==> config.mk <==
export PLATFORM = sky130hd
export DESIGN_NAME = uart_tx_scheduler_flat
export DESIGN_NICKNAME = d
export VERILOG_FILES = /design/src/rtl/uart_tx_scheduler_pkg.sv /design/src/rtl/uart_tx_scheduler_if.sv /design/src/rtl/uart_tx_scheduler_rr_arbiter.sv /design/src/rtl/uart_tx_scheduler.sv /design/src/flat_wrapper.sv
export SDC_FILE = /design/constraint.sdc
export NUM_CORES = 1
export LEC_CHECK = 0
export BUFFER_PORTS_ARGS = -buffer_cell sky130_fd_sc_hd__buf_2
export CAP_MARGIN = 10
export CORE_MARGIN = 5
export CORE_UTILIZATION = 35
export CTS_BUF_LIST = sky130_fd_sc_hd__clkbuf_4
export DETAILED_ROUTE_END_ITERATION = 10
export HOLD_SLACK_MARGIN = 0.1
export PLACE_DENSITY_LB_ADDON = 0.1
export SLEW_MARGIN = 20
export SYNTH_ARGS = -nofsm -noshare
export SYNTH_HDL_FRONTEND = slang
export SYNTH_HIERARCHICAL = 1
export SYNTH_SLANG_ARGS = --single-unit
export TNS_END_PERCENT = 100
==> constraint.sdc <==
create_clock -name clk -period 2.8 [get_ports clk]
set_input_delay 0.28 -clock clk [delete_from_list [all_inputs] [get_ports clk]]
set_output_delay 0.28 -clock clk [all_outputs]
set_load 0.05 [all_outputs]
==> src/rtl/uart_tx_scheduler_pkg.sv <==
// uart_pkg: shared types and helpers for the UART transmit scheduler.
//   tx_state_e         frame sequencer states
//   DEFAULT_DATA_BITS  default data bits per frame
//   DEFAULT_STOP_BITS  default stop bit periods per frame
//   onehot_to_idx()    index of the set bit of a one-hot vector (up to MAX_REQ bits)
package uart_pkg;

    localparam int MAX_REQ           = 8;
    localparam int IDX_W             = 3;
    localparam int DEFAULT_DATA_BITS = 8;
    localparam int DEFAULT_STOP_BITS = 1;

    typedef enum logic [2:0] {
        IDLE,
        ALIGN,
        START,
        DATA,
        STOP
    } tx_state_e;

    // OR of the indices of all set bits; exact for a one-hot or all-zero input.
    function automatic logic [IDX_W-1:0] onehot_to_idx(input logic [MAX_REQ-1:0] oh);
        logic [IDX_W-1:0] idx;
        idx = '0;
        for (int unsigned i = 0; i < MAX_REQ; i++) begin
            if (oh[i]) idx = idx | IDX_W'(i);
        end
        return idx;
    endfunction

endpackage

==> src/rtl/uart_tx_scheduler_if.sv <==
// uart_tx_scheduler_if: requester-side and line-side signals of the scheduler.
//   req_valid  [N_REQ]            per-requester byte valid
//   req_data   [N_REQ*DATA_BITS]  per-requester byte, slice i*DATA_BITS +: DATA_BITS
//   req_ready  [N_REQ]            one-hot accept
//   tx                            serial line, idle high
//   busy                          frame in progress
//   grant_id   [ID_W]             owner of the current or most recent frame
//   frame_done                    one-clk pulse when the last stop bit ends
// master: requester/pad side; slave: the scheduler.
interface uart_tx_scheduler_if
    import uart_pkg::*;
#(
    parameter int N_REQ     = 4,
    parameter int DATA_BITS = DEFAULT_DATA_BITS,
    parameter int ID_W      = $clog2(N_REQ)
);
    logic [N_REQ-1:0]           req_valid;
    logic [N_REQ*DATA_BITS-1:0] req_data;
    logic [N_REQ-1:0]           req_ready;
    logic                       tx;
    logic                       busy;
    logic [ID_W-1:0]            grant_id;
    logic                       frame_done;

    modport master (
        output req_valid, req_data,
        input  req_ready, tx, busy, grant_id, frame_done
    );

    modport slave (
        input  req_valid, req_data,
        output req_ready, tx, busy, grant_id, frame_done
    );
endinterface

==> src/rtl/uart_tx_scheduler_rr_arbiter.sv <==
// rr_arbiter: combinational round-robin arbiter.
//   req   [N_REQ]  request vector
//   last  [ID_W]   index of the previous winner; search starts at last+1
//   en             grant enable; gnt is all-zero when low
//   gnt   [N_REQ]  one-hot grant
//   idx   [ID_W]   index of the granted request
module rr_arbiter
    import uart_pkg::*;
#(
    parameter int N_REQ = 4,
    parameter int ID_W  = $clog2(N_REQ)
) (
    input  logic [N_REQ-1:0] req,
    input  logic [ID_W-1:0]  last,
    input  logic             en,
    output logic [N_REQ-1:0] gnt,
    output logic [ID_W-1:0]  idx
);
    logic          found;
    logic [ID_W:0] pos;

    always_comb begin
        gnt   = '0;
        found = 1'b0;
        pos   = '0;
        for (int unsigned k = 1; k <= N_REQ; k++) begin
            // last+k wrapped once into 0..N_REQ-1
            pos = {1'b0, last} + (ID_W+1)'(k);
            if (pos >= (ID_W+1)'(N_REQ)) pos = pos - (ID_W+1)'(N_REQ);
            if (en && !found && req[pos[ID_W-1:0]]) begin
                gnt[pos[ID_W-1:0]] = 1'b1;
                found              = 1'b1;
            end
        end
        idx = ID_W'(onehot_to_idx(MAX_REQ'(gnt)));
    end
endmodule

==> src/rtl/uart_tx_scheduler.sv <==
// uart_tx_scheduler: round-robin sharing of one UART tx line between N_REQ
// byte requesters; each accepted byte is sent as start, DATA_BITS data (LSB
// first), STOP_BITS stop bits, paced by baud_tick.
//   clk, rst   clock; asynchronous active-high reset
//   baud_tick  one-clk pulse per bit period
//   bus        uart_tx_scheduler_if.slave (requests, tx, busy, grant_id, frame_done)
module uart_tx_scheduler
    import uart_pkg::*;
#(
    parameter int N_REQ     = 4,
    parameter int DATA_BITS = DEFAULT_DATA_BITS,
    parameter int STOP_BITS = DEFAULT_STOP_BITS,
    parameter int ID_W      = $clog2(N_REQ)
) (
    input  logic               clk,
    input  logic               rst,
    input  logic               baud_tick,
    uart_tx_scheduler_if.slave bus
);
    localparam int CNT_W = $clog2(DATA_BITS + 1);

    tx_state_e            state_q, state_d;
    logic                 tx_q, tx_d;
    logic                 busy_q, busy_d;
    logic                 done_q, done_d;
    logic [ID_W-1:0]      grant_q, grant_d;
    logic [ID_W-1:0]      last_q, last_d;
    logic [DATA_BITS-1:0] shift_q, shift_d;
    logic [CNT_W-1:0]     bitcnt_q, bitcnt_d;
    logic                 stop_q, stop_d;

    logic [N_REQ-1:0]     gnt;
    logic [ID_W-1:0]      gnt_idx;
    logic                 arb_en;
    logic [DATA_BITS-1:0] cap_byte;

    // No accept during the frame_done cycle: the next frame starts one cycle later.
    assign arb_en = (state_q == IDLE) && !done_q;

    rr_arbiter #(.N_REQ(N_REQ), .ID_W(ID_W)) u_arb (
        .req  (bus.req_valid),
        .last (last_q),
        .en   (arb_en),
        .gnt  (gnt),
        .idx  (gnt_idx)
    );

    always_comb begin
        cap_byte = '0;
        for (int unsigned i = 0; i < N_REQ; i++) begin
            if (gnt[i]) cap_byte = bus.req_data[i*DATA_BITS +: DATA_BITS];
        end
    end

    always_comb begin
        state_d  = state_q;
        tx_d     = tx_q;
        busy_d   = busy_q;
        done_d   = 1'b0;
        grant_d  = grant_q;
        last_d   = last_q;
        shift_d  = shift_q;
        bitcnt_d = bitcnt_q;
        stop_d   = stop_q;
        unique case (state_q)
            IDLE: begin
                tx_d = 1'b1;
                if (|gnt) begin
                    shift_d = cap_byte;
                    grant_d = gnt_idx;
                    last_d  = gnt_idx;
                    busy_d  = 1'b1;
                    state_d = ALIGN;
                end
            end
            ALIGN: begin
                if (baud_tick) begin
                    tx_d    = 1'b0;
                    state_d = START;
                end
            end
            START: begin
                if (baud_tick) begin
                    tx_d     = shift_q[0];
                    bitcnt_d = '0;
                    state_d  = DATA;
                end
            end
            DATA: begin
                if (baud_tick) begin
                    // tx takes the bit that becomes shift[0] after this shift
                    shift_d  = shift_q >> 1;
                    bitcnt_d = bitcnt_q + CNT_W'(1);
                    if (bitcnt_q == CNT_W'(DATA_BITS - 1)) begin
                        tx_d    = 1'b1;
                        stop_d  = 1'b0;
                        state_d = STOP;
                    end else begin
                        tx_d = shift_q[1];
                    end
                end
            end
            STOP: begin
                if (baud_tick) begin
                    if (stop_q == 1'(STOP_BITS - 1)) begin
                        done_d  = 1'b1;
                        busy_d  = 1'b0;
                        stop_d  = 1'b0;
                        state_d = IDLE;
                    end else begin
                        stop_d = stop_q + 1'b1;
                    end
                end
            end
            default: state_d = IDLE;
        endcase
    end

    always_ff @(posedge clk or posedge rst) begin
        if (rst) begin
            state_q  <= IDLE;
            tx_q     <= 1'b1;
            busy_q   <= 1'b0;
            done_q   <= 1'b0;
            grant_q  <= '0;
            last_q   <= ID_W'(N_REQ - 1);
            shift_q  <= '0;
            bitcnt_q <= '0;
            stop_q   <= 1'b0;
        end else begin
            state_q  <= state_d;
            tx_q     <= tx_d;
            busy_q   <= busy_d;
            done_q   <= done_d;
            grant_q  <= grant_d;
            last_q   <= last_d;
            shift_q  <= shift_d;
            bitcnt_q <= bitcnt_d;
            stop_q   <= stop_d;
        end
    end

    assign bus.req_ready  = gnt;
    assign bus.tx         = tx_q;
    assign bus.busy       = busy_q;
    assign bus.grant_id   = grant_q;
    assign bus.frame_done = done_q;
endmodule

==> src/flat_wrapper.sv <==
// flat-port wrapper written by rule: the top's interface ports become plain ports
module uart_tx_scheduler_flat import uart_pkg::*;
#(
    parameter int N_REQ     = 4,
    parameter int DATA_BITS = DEFAULT_DATA_BITS,
    parameter int STOP_BITS = DEFAULT_STOP_BITS,
    parameter int ID_W      = $clog2(N_REQ)
)
  (clk, rst, baud_tick, bus_req_valid, bus_req_data, bus_req_ready, bus_tx, bus_busy, bus_grant_id, bus_frame_done);
  uart_tx_scheduler_if #(.N_REQ(N_REQ), .DATA_BITS(DATA_BITS), .ID_W(ID_W)) bus_i ();
  input  logic clk;
  input  logic rst;
  input  logic baud_tick;
  input wire logic [$bits(bus_i.req_valid)-1:0] bus_req_valid;
  input wire logic [$bits(bus_i.req_data)-1:0] bus_req_data;
  output wire logic [$bits(bus_i.req_ready)-1:0] bus_req_ready;
  output wire logic [$bits(bus_i.tx)-1:0] bus_tx;
  output wire logic [$bits(bus_i.busy)-1:0] bus_busy;
  output wire logic [$bits(bus_i.grant_id)-1:0] bus_grant_id;
  output wire logic [$bits(bus_i.frame_done)-1:0] bus_frame_done;
  assign bus_i.req_valid = bus_req_valid;
  assign bus_i.req_data = bus_req_data;
  assign bus_req_ready = bus_i.req_ready;
  assign bus_tx = bus_i.tx;
  assign bus_busy = bus_i.busy;
  assign bus_grant_id = bus_i.grant_id;
  assign bus_frame_done = bus_i.frame_done;
  uart_tx_scheduler #(.N_REQ(N_REQ), .DATA_BITS(DATA_BITS), .STOP_BITS(STOP_BITS), .ID_W(ID_W)) u_core (.clk(clk), .rst(rst), .baud_tick(baud_tick), .bus(bus_i));
endmodule
==> results.md, run 1 <==
* Fin crit period at 2.86 ns
* Maximum VDD drop at 0.000414 V
* Via count at 1822
* Register bit total from synthesis at 22
* Clk_skew at 0.00185 ns
* GP Congestion at 0.876
* WP data required at 3.00 ns
* Die width at 81.9 µm
* Initial antenna violation count at 0
* Drt initial violations at 72
* Max clock buf depth at 2
* I/O Pins at 48
* First-pass GRT wire length at 8.33 mm
* Leakage at 1.08 nW
* RSZ-0062 raised after global routing: true
* Placed Cells at 342
* Design Power at 1.55 mW
* Clk slew on worst S/H paths at 0.12 ns
* Reg2reg start: u_core/last_q[0]
* Vias in the first global route at 1814
* Area contributors post-synth: dfrtp_1 26%, ha_1 5.5%, nand2_1 5.0%
* Worst Path Arrival at 3.07 ns
* Initial Util at 0.357
* Gr ovfl total at 0
* Largest net degree at the start of global routing at 23
* Pwr dens at 612 mW/mm²
* Top FF cell, synth: dfrtp_1
* Share of cells above drive strength 1 at 0.401
* Cells after Synth at 213
* Slew @ Worst Pin at 0.855 ns
* Pre-antenna DRT Iters at 4
* Fin Hold WS at 0.130 ns
* Max transition margin at 0.429
* Final Non-Filler Cells at 352
* Synth area leader: dfrtp_1
* Synth async-reset ratio at 1.00
* Share of the synthesized area in the top cell type at 0.263
* Flop2flop setup slack at -0.06 ns
* DRC viols at 0
* Total Routed Length at 5.00 mm
* Die height at 81.9 µm
* Cell with the most instances after synthesis: nand2_1
* Yosys cell types at 43
* Fin Setup TNS at -0.214 ns
* N_diodes at 0
* DR vias/cell at 5.18
* Worst Hold Class: primary input to async pin
* Slew Viols, Final at 0
* Final worst setup slack at -0.0615 ns
* Final cycle utilization of the critical path at 1.02
* Reg2reg path depth at 8
* Synthesized netlist net count at 260
* Post-place setup slack at -0.131 ns
* I/O Buffers at 47
* Share of the yosys chip area belonging to registers at 0.306
* Total of max-cap violations at 0
* Num CTS Buffers at 3
* Critical R2R Capture: u_core/bus.grant_id[1]
* Startpoint Class: flop
* Post-route ant nets at 0
* Latest clock arrival within the worst-skew pair at 0.30 ns
* Final hold vios at 0
* Final instance area at 0.00253 mm²
* # rows at 26
* Drt wl/cell at 14.2 µm
* CTS tree: built
* Synth-to-Final Area Change at 39.9%
* Failing checks: negative setup slack
* Maximum fanout along the worst path at 8
* CP endpoint kind: flop
* Total Nets Final at 330
* Fmax at 349 MHz
* Die ar. at 0.00671 mm²
* EDFF count, synth at 0
* Status: finished, violations left
* Detail Placement HPWL at 3.71 mm
* Clock sink count at 22
* CP Class: flop to flop
* Post-Syn Area at 0.00181 mm²
* Number of H-tree levels at 1
* YS warnings at 6
* Top cells by count, synth: 24 x nand2_1, 19 x dfrtp_1, 16 x inv_1, 16 x nor2_1, 15 x o21ai_0
* Tot GR Track Use at 0.157
* Final setup viols at 9
* Clk root buf: clkbuf_4
* Placed Area at 0.00233 mm²
* Core ar. at 0.00507 mm²
* Mean Syn Cell Area at 8.50 µm²
* Final core utilization at 0.499
==> report_power, final <==
part / internal [mW] / switching (mW)
sequential: 0.434 / 0.0855
clock: 0.0520 / 0.0954
combinational: 0.397 / 0.486
total: 0.883 / 0.667
==> placed cells by master, fill, tap and decap left out, types with 2 or more instances in the layout <==
cell       n
o21ai_1    3
a21oi_1   13
mux2_4     4
clkbuf_4   3
inv_1     15
a211oi_1   6
buf_4     25
a221oi_2   6
o22ai_1    3
or3b_1     3
dfstp_2    3
buf_6      3
nor3_1     2
o31ai_1    8
buf_8      5
buf_2     44
o211ai_1   4
nand2_1   23
nand3b_1  12
dfrtp_1   19
a31oi_4    4
ha_1       7
buf_12     2
a41oi_1    2
o21a_1     3
nor2_1    16
nand3_1    3
o21ai_0   12
nor2b_1    2
==> layout make-up <==
class                      count  area [µm²]
clock buffer                   3        22.5
sequential                    22         554
multi-input combinational    161        1250
inverter                      16        62.6
fill                         514        2540
clock inverter                 1        3.75
tap                           70        87.6
timing repair buffer          79         557
==> worst max-delay path by stage <==
stage	start	endpoint	slack, ns
3_3_place_gp	u_core/last_q[1]	u_core/bus.grant_id[1]	-0.1
2_1_floorplan	u_core/last_q[0]	u_core/bus.grant_id[0]	-0.42
5_1_grt	u_core/last_q[0]	u_core/bus.grant_id[1]	-0.21
4_1_cts	u_core/last_q[0]	bus_req_ready[3]	-0.02
3_5_place_dp	u_core/last_q[0]	u_core/bus.grant_id[0]	-0.13
6_report	u_core/last_q[0]	u_core/bus.grant_id[1]	-0.06
==> flip-flops by register name, indices dropped and copies added (netlist names) <==
signal	flops
u_core/last_q	2
u_core/bitcnt_q	4
u_core/bus.busy	1
u_core/bus.tx	1
u_core/shift_q	8
u_core/bus.frame_done	1
u_core/bus.grant_id	2
u_core/state_q	3
==> metal layers <==
metal,wire (µm),GRT usage
met5,0,0
met4,67,0.0565
met3,142,0.00987
met2,2460,0.253
met1,2330,0.219
==> kinds of logic after synthesis <==
family	Yosys count	synth area share
muxes	6	0.0622
DFF	22	0.306
and+or+nand+nor	72	0.214
AOI/OAI and AO/OA	75	0.286
adders and majority gates	8	0.0553
buffers and inverters	30	0.0767
==> critical path: stages, from the launching register on <==
cell and delay, ns:
dfstp_2 0.67, inv_4 0.05, ha_4 0.27, mux4_2 0.39
o21a_1 0.26, a31oi_4 0.22, nor4_2 0.09, or4_4 0.48
mux2_4 0.32
==> timing repair <==
action / 4_1_cts / 5_1_grt
setup buffers: 3 / 2
hold buffers: 0 / 0
hold endpoints to repair: 0 / 0
pin swaps: 2 / 9
cloned: 0 / 1
endpoints found under the setup margin: 17 / 17
gates resized for setup: 21 / 13
No activity file was read; power rests on OpenSTA's default activity.
==> run 2: changes to the inputs <==
--- a/config.mk
+++ b/config.mk
@@ -12,7 +12,7 @@
 export CTS_BUF_LIST = sky130_fd_sc_hd__clkbuf_4
 export DETAILED_ROUTE_END_ITERATION = 10
 export HOLD_SLACK_MARGIN = 0.1
-export PLACE_DENSITY_LB_ADDON = 0.1
+export PLACE_DENSITY = 0.6
 export SLEW_MARGIN = 20
 export SYNTH_ARGS = -nofsm -noshare
 export SYNTH_HDL_FRONTEND = slang
==> run 2 against run 1 <==
Clock power up 64%. Die area stayed put. Largest cell class unchanged. Core utilization up 3.2 points. Critical path type unchanged. Largest power group unchanged. Register-to-register slack worse by 0.02 ns. The flow still finishes with violations (negative setup slack). Sequential share of layout area down 1.3 points.
==> results.md, run 2 (synthesis results as in run 1) <==
* Status: finished, violations left
* Failing checks: negative setup slack
* Total Routed Length at 5.11 mm
* Final setup viols at 4
* First-pass GRT wire length at 8.09 mm
* Startpoint Class: flop
* Clk root buf: clkbuf_4
* Maximum VDD drop at 0.000363 V
* Die width at 81.9 µm
* Leakage at 1.16 nW
* Core ar. at 0.00507 mm²
* CP endpoint kind: flop
* Detail Placement HPWL at 3.81 mm
* Fin Hold WS at 0.128 ns
* Initial antenna violation count at 0
* Largest net degree at the start of global routing at 23
* Die height at 81.9 µm
* # rows at 26
* Clock sink count at 22
* Max transition margin at 0.426
* Start point of the critical path: u_core/last_q[1]
* Post-route ant nets at 0
* Max FFs per register at 8
* Commonest non-fill, non-tap cell in the layout: buf_2
* Total Nets Final at 341
* Clk slew on worst S/H paths at 0.12 ns
* CP cell instances: inv_2 -> ha_4 -> mux4_2 -> o21a_1 -> a31oi_4 -> nor4_4 -> or4_1 -> buf_6 -> mux2_4
* Crit path max-delay family: multiplexers
* Fmax at 347 MHz
* I/O Buffers at 47
* N_diodes at 0
* Slowest stage cell on the critical path: dfstp_2
* Latest clock arrival within the worst-skew pair at 0.30 ns
* Drt wl/cell at 14.1 µm
* DR vias/cell at 5.17
* I/O Pins at 48
* Reg2reg start: u_core/last_q[1]
* Final Non-Filler Cells at 363
* Number of H-tree levels at 1
* Post-CTS Hold Buffers at 0
* Initial Util at 0.357
* Total of max-cap violations at 0
* Final worst setup slack at -0.0815 ns
* Slew @ Worst Pin at 0.860 ns
* Worst Path Arrival at 3.09 ns
* Top reg by flops: u_core/shift_q
* Slew Viols, Final at 0
* Gr ovfl total at 0
* Final cycle utilization of the critical path at 1.03
* Design Power at 1.72 mW
* Die ar. at 0.00671 mm²
* Fin crit period at 2.88 ns
* Final hold vios at 0
* Pwr dens at 639 mW/mm²
* CP Class: flop to flop
* Share of cells above drive strength 1 at 0.451
* Pre-antenna DRT Iters at 4
* Top Registers: u_core/shift_q x8, u_core/bitcnt_q x4, u_core/state_q x3
* GP Congestion at 0.798
* WP data required at 3.01 ns
* Largest stage delay, worst path at 0.62 ns
* Tot GR Track Use at 0.152
* Post-place setup slack at -0.0906 ns
* Clk_skew at 0.00392 ns
* Synth-to-Final Area Change at 48.9%
* Vias in the first global route at 1776
* RSZ-0062 raised after global routing: true
* Max clock buf depth at 2
* Maximum fanout along the worst path at 8
* Drt initial violations at 105
* CTS tree: built
* Worst Path Buf+Inv at 2
* DRC viols at 0
* Via count at 1878
* Worst Hold Class: primary input to async pin
* Placed Cells at 343
* Commonest non-fill, non-tap cells in the layout: 43 x buf_2, 34 x buf_4, 22 x nand2_1
* Fill cells at 496
* Num CTS Buffers at 3
## run 2: changes by cell type in the layout (fill, tap and decap cells not counted), sizes merged
cell    delta
buf       +11
bufinv     +1
clkinv     -1
## run 2: power breakdown
| group | switching, mW | leakage (nW) | total (mW) | internal [mW] |
|---|---|---|---|---|
| registers | 0.0888 | 0.272 | 0.523 | 0.434 |
| logic | 0.517 | 0.861 | 0.959 | 0.442 |
| clock network | 0.0965 | 0.0279 | 0.241 | 0.145 |
| total | 0.702 | 1.16 | 1.72 | 1.02 |
## run 2: stage by stage
step	util	setup TNS, ns	instance area [µm²]
4_1_cts	0.495	-0.149	2510
6_report	0.531	-0.245	2700
5_1_grt	0.531	-1.07	2700
2_1_floorplan	-	-4.20	1910
3_3_place_gp	0.461	-0.399	2340
3_5_place_dp	0.461	-0.602	2340
## run 2: layout make-up
| cell class | count | area (µm²) | share of cell area |
|---|---|---|---|
| multi-input cells | 161 | 1270 | 0.473 |
| repair buffers | 90 | 663 | 0.246 |
| flip-flops and latches | 22 | 554 | 0.206 |
| well taps | 70 | 87.6 | 0.0325 |
| inverters | 16 | 62.6 | 0.0232 |
| clock inverters | 1 | 30.0 | 0.0111 |
| clock buffers | 3 | 22.5 | 0.00836 |
## run 2: timing repair
item | 4_1_cts | 5_1_grt
pin swaps | 4 | 15
buffers inserted | 6 | 10
setup endpoints to repair | 15 | 16
gates resized for setup | 22 | 23
## run 2: path summary, 6_finish.rpt
kind                       slack [ns]  depth (start not counted)                      to
setup / recovery                -0.08                          9  u_core/bus.grant_id[0]
hold / removal                   0.13                          2      u_core/bitcnt_q[0]
setup reg to reg                -0.08                          9  u_core/bus.grant_id[0]
hold reg to reg                  0.50                          2       u_core/shift_q[7]
max in group asynchronous        2.15                          2       u_core/shift_q[3]
min in group clk                 0.25                          2       u_core/state_q[2]
## run 2: per-layer routing
layer / GRT usage / vias up / share of wire
met1: 0.206 / 879 / 0.46
met4: 0.0199 / 0 / 0.0053
met5: 0 / - / 0
li1: - / 950 / -
met3: 0.0307 / 2 / 0.065
met2: 0.254 / 47 / 0.47
==> run 3: changes to the inputs <==
--- a/config.mk
+++ b/config.mk
@@ -12,7 +12,7 @@
 export CTS_BUF_LIST = sky130_fd_sc_hd__clkbuf_4
 export DETAILED_ROUTE_END_ITERATION = 10
 export HOLD_SLACK_MARGIN = 0.1
-export PLACE_DENSITY = 0.6
+export PLACE_DENSITY = 0.58
 export SLEW_MARGIN = 20
 export SYNTH_ARGS = -nofsm -noshare
 export SYNTH_HDL_FRONTEND = slang
==> constraint.sdc (replaced) <==
create_clock -name clk -period 3.5 [get_ports clk]
set_input_delay 0.35 -clock clk [delete_from_list [all_inputs] [get_ports clk]]
set_output_delay 0.35 -clock clk [all_outputs]
set_load 0.05 [all_outputs]
==> run 3 against run 2 <==
The flow now finishes without violations. Routed wire length down 13%. Non-clock buffer count down 39. Clock power down 52%. Global-route usage down 1.5 points. First-iteration DRC count up 26%. Sequential power down 16%. Power down 37%. Cell area down 19%. Sequential share of layout area up 5.0 points. Highest routed layer unchanged.
==> results.md, run 3 (synthesis results as in run 1) <==
* Status: finished, final reports clean
* N_diodes at 0
* Latest clock arrival within the worst-skew pair at 0.31 ns
* CP endpoint kind: primary output
* Placed Cells at 320
* Pre-antenna DRT Iters at 4
* First-pass GRT wire length at 7.37 mm
* Tot GR Track Use at 0.137
* Worst Path Arrival at 2.92 ns
* Fmax at 306 MHz
* Total Routed Length at 4.45 mm
* I/O Pins at 48
* Fin Hold WS at 0.187 ns
* Fill cells at 537
* Die ar. at 0.00671 mm²
* Commonest non-fill, non-tap cells in the layout: 47 x buf_2, 24 x nand2_1, 19 x dfrtp_1
* Pwr dens at 502 mW/mm²
* Fin crit period at 3.27 ns
* Maximum VDD drop at 0.000249 V
* Num CTS Buffers at 3
* CP Class: flop to primary output
* DR vias/cell at 5.27
* Met2 usage at 0.230
* Postcts setup bufs at 0
* Initial Util at 0.357
* Share of cells above drive strength 1 at 0.280
* Number of H-tree levels at 1
* Slew Viols, Final at 0
* Drt wl/cell at 13.7 µm
* Worst Hold Class: primary input to async pin
* Leakage at 0.915 nW
* Top Registers: u_core/shift_q x8, u_core/bitcnt_q x4, u_core/state_q x3
* Maximum fanout along the worst path at 17
* DRC viols at 0
* Storage cell area at 554 µm²
* Design Power at 1.09 mW
* Via count at 1707
* # rows at 26
* Resized cells post-CTS at 0
* Detail Placement HPWL at 3.41 mm
* Gr ovfl total at 0
* CP cell instances: inv_1 -> ha_1 -> mux4_1 -> o21a_1 -> a31oi_4 -> buf_4 -> buf_2
* Drt initial violations at 132
* Vias in the first global route at 1621
* Largest stage delay, worst path at 0.69 ns
* Post-CTS Hold Buffers at 0
* Clk_skew at 0.0111 ns
* Crit path max-delay family: flip-flops
* Initial antenna violation count at 0
* Most Crowded Layer GR: met2
* Final setup viols at 0
* RSZ-0062 raised after global routing: false
* Final Non-Filler Cells at 324
* Startpoint Class: flop
* WP data required at 3.15 ns
* Total of max-cap violations at 0
* Post-place setup slack at 0.301 ns
* Final hold vios at 0
* Max FFs per register at 8
* GP Congestion at 0.867
* Die height at 81.9 µm
* Total Nets Final at 302
* Largest net degree at the start of global routing at 23
* Max clock buf depth at 2
* Fin Setup TNS at 0 ns
* Top reg by flops: u_core/shift_q
* Routing usage on met1 at 0.182
* Die width at 81.9 µm
* Clk root buf: clkbuf_4
* Synth-to-Final Area Change at 19.9%
* CTS tree: built
* I/O Buffers at 47
* Clk slew on worst S/H paths at 0.12 ns
* Slowest stage cell on the critical path: dfstp_2
* Worst Path Buf+Inv at 3
* Max transition margin at 0.442
* Multi-input gate area at 0.00118 mm²
* Post-route ant nets at 0
* Commonest non-fill, non-tap cell in the layout: buf_2
* Slew @ Worst Pin at 0.835 ns
* Final cycle utilization of the critical path at 0.934
* Core ar. at 0.00507 mm²
* Clock sink count at 22
* Met3 usage at 0.0274
* Final worst setup slack at 0.232 ns
-- run 3: changes by cell type in the layout (fill, tap and decap cells not counted), sizes merged --
cell	change
clkinv	+1
buf	-39
bufinv	-1
-- run 3: worst paths after layout --
check | from | end | slack (ns) | cells past startpoint
min | rst | u_core/shift_q[5] | 0.19 | 2
max reg2reg | u_core/last_q[0] | u_core/bus.grant_id[0] | 0.29 | 8
min in group clk | baud_tick | u_core/state_q[2] | 0.33 | 2
max in group asynchronous | rst | u_core/shift_q[7] | 2.79 | 2
max | u_core/last_q[0] | bus_req_ready[3] | 0.23 | 7
min reg2reg | u_core/shift_q[4] | u_core/shift_q[4] | 0.49 | 2
-- run 3: worst register-to-register path, cell delays in order (launching register included) --
cell and delay, ns:
dfstp_2 0.69, inv_1 0.14, ha_1 0.34, mux4_1 0.42, o21a_1 0.29, a31oi_4 0.21, nor4_2 0.08, or4_1 0.58
mux2_4 0.35
-- run 3: per-stage QoR --
stage | instance area [µm²] | utilization
2_1_floorplan | 1870 | -
3_3_place_gp | 2140 | 0.423
3_5_place_dp | 2140 | 0.423
4_1_cts | 2170 | 0.428
5_1_grt | 2170 | 0.428
6_report | 2170 | 0.428
-- run 3: layout make-up --
type	count	share of cell area
Multi-Input combinational cell	161	0.542
Clock buffer	3	0.0104
Clock inverter	1	0.00173
Timing Repair Buffer	51	0.122
Inverter	16	0.0277
Sequential cell	22	0.255
Tap cell	70	0.0403
-- run 3: where the power goes --
part           internal (mW)  switching (mW)
combinational          0.209           0.327
sequential             0.348          0.0900
clock                 0.0416          0.0741
total                  0.598           0.491
-- run 3: layer usage --
layer / share of wire / vias to the layer above / wire, µm
li1: - / 869 / -
met1: 0.47 / 801 / 2100
met2: 0.47 / 35 / 2110
met3: 0.050 / 2 / 223
met4: 0.0031 / 0 / 14
met5: 0 / - / 0
